$ cat src/rtl/mult_seq_if.sv
// rtl/mult_seq_if.sv - start/busy/done multiplier handshake bundle
interface mult_seq_if #(
    parameter int WIDTH = 16
);
    logic                 start;
    logic [WIDTH-1:0]     a;
    logic [WIDTH-1:0]     b;
    logic                 busy;
    logic                 done;
    logic [2*WIDTH-1:0]   out;

    modport master (output start, output a, output b, input busy, input done, input out);
    modport slave  (input start, input a, input b, output busy, output done, output out);
endinterface

$ cat src/rtl/mult_seq.sv
// rtl/mult_seq.sv - unsigned shift-add multiplier, one partial product per clock
module mult_seq #(
    parameter int WIDTH = 16
) (
    input  logic       clk,
    input  logic       reset,
    mult_seq_if.slave  bus
);
    localparam int              PW   = 2 * WIDTH;
    localparam int              CW   = $clog2(WIDTH);
    localparam logic [CW-1:0]   LAST = CW'(WIDTH - 1);

    typedef enum logic [1:0] {IDLE, RUN, DONE} state_t;

    state_t          state_q, state_d;
    logic [PW-1:0]   acc_q, acc_d;
    logic [PW-1:0]   a_reg_q, a_reg_d;
    logic [WIDTH-1:0] b_reg_q, b_reg_d;
    logic [CW-1:0]   count_q, count_d;
    logic [PW-1:0]   out_q, out_d;
    logic [PW-1:0]   acc_sum;

    // This iteration's accumulation, also what out captures on the final iteration.
    assign acc_sum = acc_q + (b_reg_q[0] ? a_reg_q : '0);

    always_comb begin
        state_d = state_q;
        acc_d   = acc_q;
        a_reg_d = a_reg_q;
        b_reg_d = b_reg_q;
        count_d = count_q;
        out_d   = out_q;
        case (state_q)
            IDLE: begin
                if (bus.start) begin
                    a_reg_d = {{WIDTH{1'b0}}, bus.a};
                    b_reg_d = bus.b;
                    acc_d   = '0;
                    count_d = '0;
                    state_d = RUN;
                end
            end
            RUN: begin
                acc_d   = acc_sum;
                a_reg_d = a_reg_q << 1;
                b_reg_d = b_reg_q >> 1;
                count_d = count_q + CW'(1);
                if (count_q == LAST) begin
                    out_d   = acc_sum;
                    state_d = DONE;
                end
            end
            DONE: begin
                state_d = IDLE;
            end
            default: begin
                state_d = IDLE;
            end
        endcase
    end

    always_ff @(posedge clk or posedge reset) begin
        if (reset) begin
            state_q <= IDLE;
            acc_q   <= '0;
            a_reg_q <= '0;
            b_reg_q <= '0;
            count_q <= '0;
            out_q   <= '0;
        end else begin
            state_q <= state_d;
            acc_q   <= acc_d;
            a_reg_q <= a_reg_d;
            b_reg_q <= b_reg_d;
            count_q <= count_d;
            out_q   <= out_d;
        end
    end

    assign bus.busy = (state_q != IDLE);
    assign bus.done = (state_q == DONE);
    assign bus.out  = out_q;
endmodule

$ cat src/flat_wrapper.sv
// flat-port wrapper written by rule: the top's interface ports become plain ports
module mult_seq_flat 
#(
    parameter int WIDTH = 16
)
  (clk, reset, bus_start, bus_a, bus_b, bus_busy, bus_done, bus_out);
  mult_seq_if #(.WIDTH(WIDTH)) bus_i ();
  input  logic clk;
  input  logic reset;
  input wire logic [$bits(bus_i.start)-1:0] bus_start;
  input wire logic [$bits(bus_i.a)-1:0] bus_a;
  input wire logic [$bits(bus_i.b)-1:0] bus_b;
  output wire logic [$bits(bus_i.busy)-1:0] bus_busy;
  output wire logic [$bits(bus_i.done)-1:0] bus_done;
  output wire logic [$bits(bus_i.out)-1:0] bus_out;
  assign bus_i.start = bus_start;
  assign bus_i.a = bus_a;
  assign bus_i.b = bus_b;
  assign bus_busy = bus_i.busy;
  assign bus_done = bus_i.done;
  assign bus_out = bus_i.out;
  mult_seq #(.WIDTH(WIDTH)) u_core (.clk(clk), .reset(reset), .bus(bus_i));
endmodule
$ cat config.mk
export PLATFORM = sky130hd
export DESIGN_NAME = mult_seq_flat
export DESIGN_NICKNAME = d
export VERILOG_FILES = /design/src/rtl/mult_seq_if.sv /design/src/rtl/mult_seq.sv /design/src/flat_wrapper.sv
export SDC_FILE = /design/constraint.sdc
export NUM_CORES = 1
export LEC_CHECK = 0
export CAP_MARGIN = 20
export CORE_ASPECT_RATIO = 2
export CORE_MARGIN = 2
export CORE_UTILIZATION = 55
export DETAILED_ROUTE_END_ITERATION = 10
export PLACE_DENSITY = 0.8
export SYNTH_ARGS = -nofsm -noshare
export SYNTH_HDL_FRONTEND = slang
export SYNTH_SLANG_ARGS = --single-unit
$ cat constraint.sdc
create_clock -name clk -period 5.66 [get_ports clk]
set_input_delay 0.566 -clock clk [delete_from_list [all_inputs] [get_ports clk]]
set_output_delay 0.566 -clock clk [all_outputs]
set_load 0.03 [all_outputs]
==> metrics.csv, run 1 <==
metric,value,unit
slowest_delay,0.92,ns
cts_made_buffers,17,
rsz0062_at_grt,false,
r2r_setup_slack,1.92,ns
whs_endpoint,u_core.bus.out[21]$_DFFE_PP0P_,
intPower,2.706,mW
start_kind,register,
status,"complete, no violations",
grt_pass1_wl,29.13,mm
clockRootBuffer,clkbuf_16,
postRouteWirelength,17.45,mm
final-max-slew-violation-count,0,
avgViaCountPerCell,6.214,
yosysTopAreaCell,dfrtp_1,
dr.first_iter.drc_count,340,
synthTopCellsByArea,"dfrtp_1 (44%), nand2_1 (6.6%), ha_1 (5.9%)",
slew_headroom,28.80,%
synth_edf_count,0,
path_clk_slew,0.05,ns
critical_path_required,5.97,ns
worst_skew_pair.late_latency,0.42,ns
fin_crit_sh,66.00,%
swShare,38.61,%
tns,0,ns
grt_pass1_vias,6086,
fillers,979,
worst_clock_skew,0.007784,ns
drv.max_cap_violation_count,0,
post_cts_buffers,0,
power_density,538.4,mW/mm^2
arrival,4.05,ns
critical_path.max_fanout,33,
ys.flop_type,dfrtp_1,
ff2ff_path_depth,10,
multi_input_area,0.003606,mm^2
endpoint_kind,register,
postSynth.asyncResetShare,100.0,%
r2r-start,u_core.b_reg_q[0]$_DFFE_PP0P_,
combPwrFrac,40.9,%
ir_worst_vdd,0.3552,mV
num_vias,5779,
synthTopCellsByCount,"nand2_1 (120), dfrtp_1 (118), and2_1 (61), o21ai_0 (54), a22o_1 (42)",
setup_viol,0,
grtUsageTotal,28.27,%
path_cells,and2_1 -> ha_1 -> a211oi_1 -> o211ai_2 -> a311oi_2 -> o21bai_4 -> a2111oi_2 -> o21ai_1 -> a41o_1 -> a21o_1,
drc_errors,0,
cts_tree,done,
worst_pin_slew,1.068,ns
clockBufferDepth,2,
synth.most_common_cell,nand2_1,
fmax,0.2677,GHz
die_area,0.01330,mm^2
syn-cell-area,0.006785,mm^2
antenna_cells,0,
hold_viol,0,
hpwlAfterDp,12.21,mm
crit_type,register to register,
io_pins,69,
fp-row-count,57,
holdBufCountCts,0,
crit_slowest_cell,dfrtp_1,
syn_nets,793,
ys_warn_count,0,
dieHeight,161.1,um
die_w,82.54,um
switching_power,1.701,mW
antenna_found_initial,0,
wl_per_cell,18.76,um
grt_max_degree,77,
grt-ovfl-total,0,
syn2layout_area_growth,20.63,%
p_seq_share,32.8,%
synth_cell_types,73,
layout-drive-gt1-share,8.940,%
power,4.407,mW
ys_ff_latch,118,
dr.pass1.iters,5,
ys_seq_area_share,43.52,%
cts_sinks,118,
cts_max_level,4,
rr_endpoint,u_core.acc_q[31]$_DFFE_PP0P_,
syn-instance-count,725,
p_clk_share,26.3,%
whs,0.4750,ns
hold_start,u_core.bus.out[21]$_DFFE_PP0P_,
layout.area.seq,0.002953,mm^2
yosys.area.top_type_share,43.52,%
ant_nets,0,
post_cts_resized,0,
fin_nets,839,
post_synth.cell_area_avg,9.359,um^2
hp-class,register to register,
gp_congestion,0.9237,
whs_path_depth,2,
start_util,55.96,%
power_leakage,3.793,nW
finalCriticalPeriod,3.735,ns
core_area,0.01212,mm^2
io_buffers,68,
-- power by group through the flow --
stage / logic, mW / registers, mW / clock network (mW)
final: 1.80 / 1.44 / 1.16
after global placement: 1.72 / 1.44 / 0
after detailed placement: 1.79 / 1.45 / 0
after CTS: 1.80 / 1.44 / 1.17
after floorplan: 1.17 / 1.50 / 0
after global routing: 1.98 / 1.48 / 1.21
-- how the worst max path moves through the flow --
stage                                   from  cells after the start  slack (ns)                            end
2_1_floorplan                          reset                      1        1.96  u_core.a_reg_q[0]$_DFFE_PP0P_
3_3_place_gp   u_core.b_reg_q[0]$_DFFE_PP0P_                     10        2.03   u_core.acc_q[31]$_DFFE_PP0P_
3_5_place_dp   u_core.b_reg_q[0]$_DFFE_PP0P_                     10        1.93   u_core.acc_q[31]$_DFFE_PP0P_
4_1_cts        u_core.b_reg_q[0]$_DFFE_PP0P_                     10        1.91   u_core.acc_q[31]$_DFFE_PP0P_
5_1_grt        u_core.b_reg_q[0]$_DFFE_PP0P_                     10        1.66   u_core.acc_q[31]$_DFFE_PP0P_
6_report       u_core.b_reg_q[0]$_DFFE_PP0P_                     10        1.92   u_core.acc_q[31]$_DFFE_PP0P_
-- per-layer routing --
metal / up-vias / GRT usage (%) / wire, um
met1: 2813 / 32.13 / 6419
met2: 198 / 47.84 / 9401
met5: - / 0 / 0
li1: 2700 / - / -
met4: 0 / 17.51 / 935
met3: 68 / 4.469 / 693
-- kinds of logic after synthesis --
kind of cell | share of synthesized area, %
xor gates and xnor gates | 3.227
DFF | 43.52
and+or+nand+nor | 17.92
AOI/OAI and AO/OA | 24.12
adders and majority gates | 6.196
muxes | 1.475
buffers and inverters | 3.540
-- worst max-delay path, delay by kind of cell (launching register included) --
family | cells | cell delay (ns)
compound gates | 8 | 2.15
flops | 1 | 0.92
simple gates | 1 | 0.29
fa+ha+maj | 1 | 0.26
-- state kept, by name (all words and copies together) (netlist names) --
name / flops
u_core.a_reg_q: 32
u_core.acc_q: 32
u_core.b_reg_q: 16
u_core.bus.out: 32
u_core.count_q: 4
u_core.state_q: 2
-- placed cells by master, fill, tap and decap left out, drive strengths merged, types with 3 or more instances in the layout --
cell type / netlist / layout
a311oi: 3 / 3
xor2: 9 / 9
clkdlybuf4s50: 0 / 68
buf: 9 / 6
a2111oi: 4 / 4
a21oi: 31 / 31
nor2b: 6 / 6
a21o: 14 / 14
nor2: 25 / 25
and3: 4 / 4
mux2: 8 / 8
a22o: 42 / 42
or2: 3 / 3
xnor2: 16 / 16
and2: 61 / 61
nor3: 7 / 7
o21a: 6 / 6
a211oi: 5 / 5
dfrtp: 118 / 118
o21ai: 56 / 56
o31ai: 3 / 3
nand2: 120 / 120
o211ai: 10 / 10
ha: 32 / 32
o21bai: 4 / 4
nand4: 3 / 3
o311ai: 3 / 3
a31oi: 35 / 35
clkbuf: 38 / 23
bufinv: 0 / 4
inv: 11 / 11
nand3: 11 / 11
-- metrics by stage --
stage	cells	worst slack [ns]	instance area [um^2]	utilization, %
global placement	897	2.032	7497	61.84
CTS	929	1.905	8158	67.29
floorplan	725	1.965	6785	-
detailed placement	898	1.933	7525	62.06
global route	930	1.659	8185	67.51
finish	930	1.925	8185	67.51
-- area by class of cell --
cell class | count | area share (%)
clock buffer | 23 | 5.961
clock inverter | 8 | 1.773
inverter | 11 | 0.5350
multi-input combinational | 549 | 44.05
sequential | 118 | 36.07
tap | 147 | 2.247
timing repair buffer | 74 | 9.355
(Power assumes the default switching activity.)
==> inputs of run 2 (changes only) <==
Settings changed: CORE_UTILIZATION 55 to 52, PLACE_DENSITY 0.8 to 0.79.
Clock period 5.66 ns to 3.29 ns, I/O delays scaled along.
==> run 2 against run 1 <==
  * Power increased by 72%
  * Final area up 1.3%
  * Hold slack got worse by 0.24 ns
  * Utilization shrank 3.0 points
  * Combinational power increased by 77%
  * Maximum frequency up 17%
  * Worst setup slack got worse by 1.8 ns
  * Register-to-register slack lost 1.8 ns
  * Clock-buffer cell count decreased by 1
  * Final cell count is 1.5% higher
  * Largest power group unchanged
==> metrics.csv, run 2 (synthesis gave the netlist of run 1 again) <==
metric,value,unit
status,"complete, no violations",
dieHeight,165.5,um
crit_type,register to register,
finalCriticalPeriod,3.180,ns
utilization,64.52,%
grt_pass1_wl,27.72,mm
highest_layer,met4,
final_common_cell,nand2_1,
crit_slowest_cell,dfrtp_2,
wl_met3,664,um
endpoint_kind,register,
hpwlAfterDp,10.97,mm
clockBufferDepth,2,
m1WireLength,7.012,mm
p_clk_share,26.2,%
switching_power,2.887,mW
power,7.584,mW
worst_skew_pair.late_latency,0.42,ns
dr.pass1.iters,5,
power_density,915.0,mW/mm^2
ant_nets,0,
die_area,0.01403,mm^2
crit_family,compound AO/OA/AOI/OAI gates,
final_area,0.008288,mm^2
path_cells,buf_4 -> and2_1 -> ha_1 -> o21ai_0 -> o211ai_1 -> a21oi_1 -> nor3b_2 -> a2111oi_4 -> or3_4 -> a41o_1 -> a21o_1,
drv.max_cap_violation_count,0,
drc_errors,0,
cts_tree,done,
fmax,0.3144,GHz
setup_viol,0,
grt_max_degree,107,
clockRootBuffer,clkbuf_16,
postRouteWirelength,16.30,mm
gp_congestion,0.9324,
tns,0,ns
syn2layout_area_growth,22.15,%
io_pins,69,
antenna_found_initial,0,
critical_path_required,3.60,ns
intPower,4.697,mW
swShare,38.07,%
avgViaCountPerCell,6.070,
worst_clock_skew,0.009847,ns
dp_cells,913,
mostFrequentLayoutCells,"nand2_1 (120), dfrtp_1 (117), clkdlybuf4s50_1 (68)",
start_kind,register,
fp-row-count,59,
place_area,0.007617,mm^2
crit_buf_inv,1,
layout-drive-gt1-share,10.61,%
io_buffers,68,
core_area,0.01284,mm^2
grt-ovfl-total,0,
wl_per_cell,17.27,um
arrival,3.49,ns
post_cts_buffers,0,
antenna_cells,0,
power_leakage,3.834,nW
grtUsageTotal,24.44,%
fin_crit_sh,96.66,%
final-max-slew-violation-count,0,
worst_pin_slew,1.034,ns
slowest_delay,0.49,ns
path_clk_slew,0.06,ns
ir_worst_vdd,0.6580,mV
fin_nets,848,
cts_made_buffers,17,
p_seq_share,31.7,%
hold_viol,0,
grt_pass1_vias,5831,
slew_headroom,29.29,%
stdcell_count,944,
die_w,84.78,um
dr.first_iter.drc_count,374,
critical_path.max_fanout,19,
num_vias,5730,
wl_met2,8.264,mm
cts_sinks,118,
start_util,52.82,%
combPwrFrac,42.1,%
cts_max_level,4,
hp-class,primary input to asynchronous set/reset pin,
-- run 2: changes by cell type in the layout (fill, tap and decap cells not counted), moves of 2 or more --
| cell | delta |
|---|---|
| buf_16 | -2 |
| buf_4 | +9 |
| clkinv_2 | +2 |
| buf_12 | +2 |
-- run 2: timing repair --
action / 4_1_cts / 5_1_grt
resized for setup: 0 / 6
hold buffers: 0 / 0
endpoints found under the setup margin: 0 / 13
-- run 2: worst register-to-register path, delay by kind of cell, from the launching register on --
family,cells,cell delay (ns)
buffers and inverters,1,0.23
adder cells (fa/ha/maj),1,0.39
AO/OA/AOI/OAI,6,1.02
flip-flops,1,0.49
AND/OR/NAND/NOR,3,0.95
-- run 2: layout make-up --
cell class              count  area, um^2
repair buffers             83       818.3
multi-input cells         549        3649
inverters                  11       45.04
fillers                  1084        4557
clock buffers              22       484.2
well taps                 152       190.2
flip-flops and latches    118        2954
clock inverters             9       147.6
-- run 2: final timing paths --
check                                               from                        endpoint  slack (ns)  depth (start not counted)
setup / recovery           u_core.b_reg_q[0]$_DFFE_PP0P_    u_core.acc_q[31]$_DFFE_PP0P_        0.11                         11
min in group clk           u_core.bus.out[9]$_DFFE_PP0P_   u_core.bus.out[9]$_DFFE_PP0P_        0.47                          2
hold / removal                                     reset   u_core.bus.out[6]$_DFFE_PP0P_        0.23                          2
setup reg to reg           u_core.b_reg_q[0]$_DFFE_PP0P_    u_core.acc_q[31]$_DFFE_PP0P_        0.11                         11
hold reg to reg            u_core.bus.out[9]$_DFFE_PP0P_   u_core.bus.out[9]$_DFFE_PP0P_        0.47                          2
max in group asynchronous                          reset  u_core.bus.out[22]$_DFFE_PP0P_        2.21                          3
-- run 2: stage by stage --
| stage | hold slack, ns | worst slack (ns) |
|---|---|---|
| finish | 0.2321 | 0.1098 |
| global route | 0.2517 | -0.02991 |
| CTS | 0.2378 | 0.003123 |
| detailed placement | 0.4623 | 0.03507 |
| global placement | 0.4541 | 0.1172 |
| floorplan | 0.4418 | 0.3589 |
-- run 2: power groups by stage --
| stage | Sequential, mW | Combinational [mW] | Clock (mW) |
|---|---|---|---|
| final | 2.40 | 3.19 | 1.99 |
| after global routing | 2.47 | 3.50 | 2.07 |
| after CTS | 2.40 | 3.19 | 2.01 |
| after detailed placement | 2.41 | 3.16 | 0 |
| after global placement | 2.39 | 3.06 | 0 |
| after floorplan | 2.58 | 2.01 | 0 |
-- run 2: routing by layer --
layer	vias up	global-route usage [%]
met5	-	0
li1	2720	-
met1	2798	30.24
met2	175	41.48
met4	0	10.39
met3	37	4.771
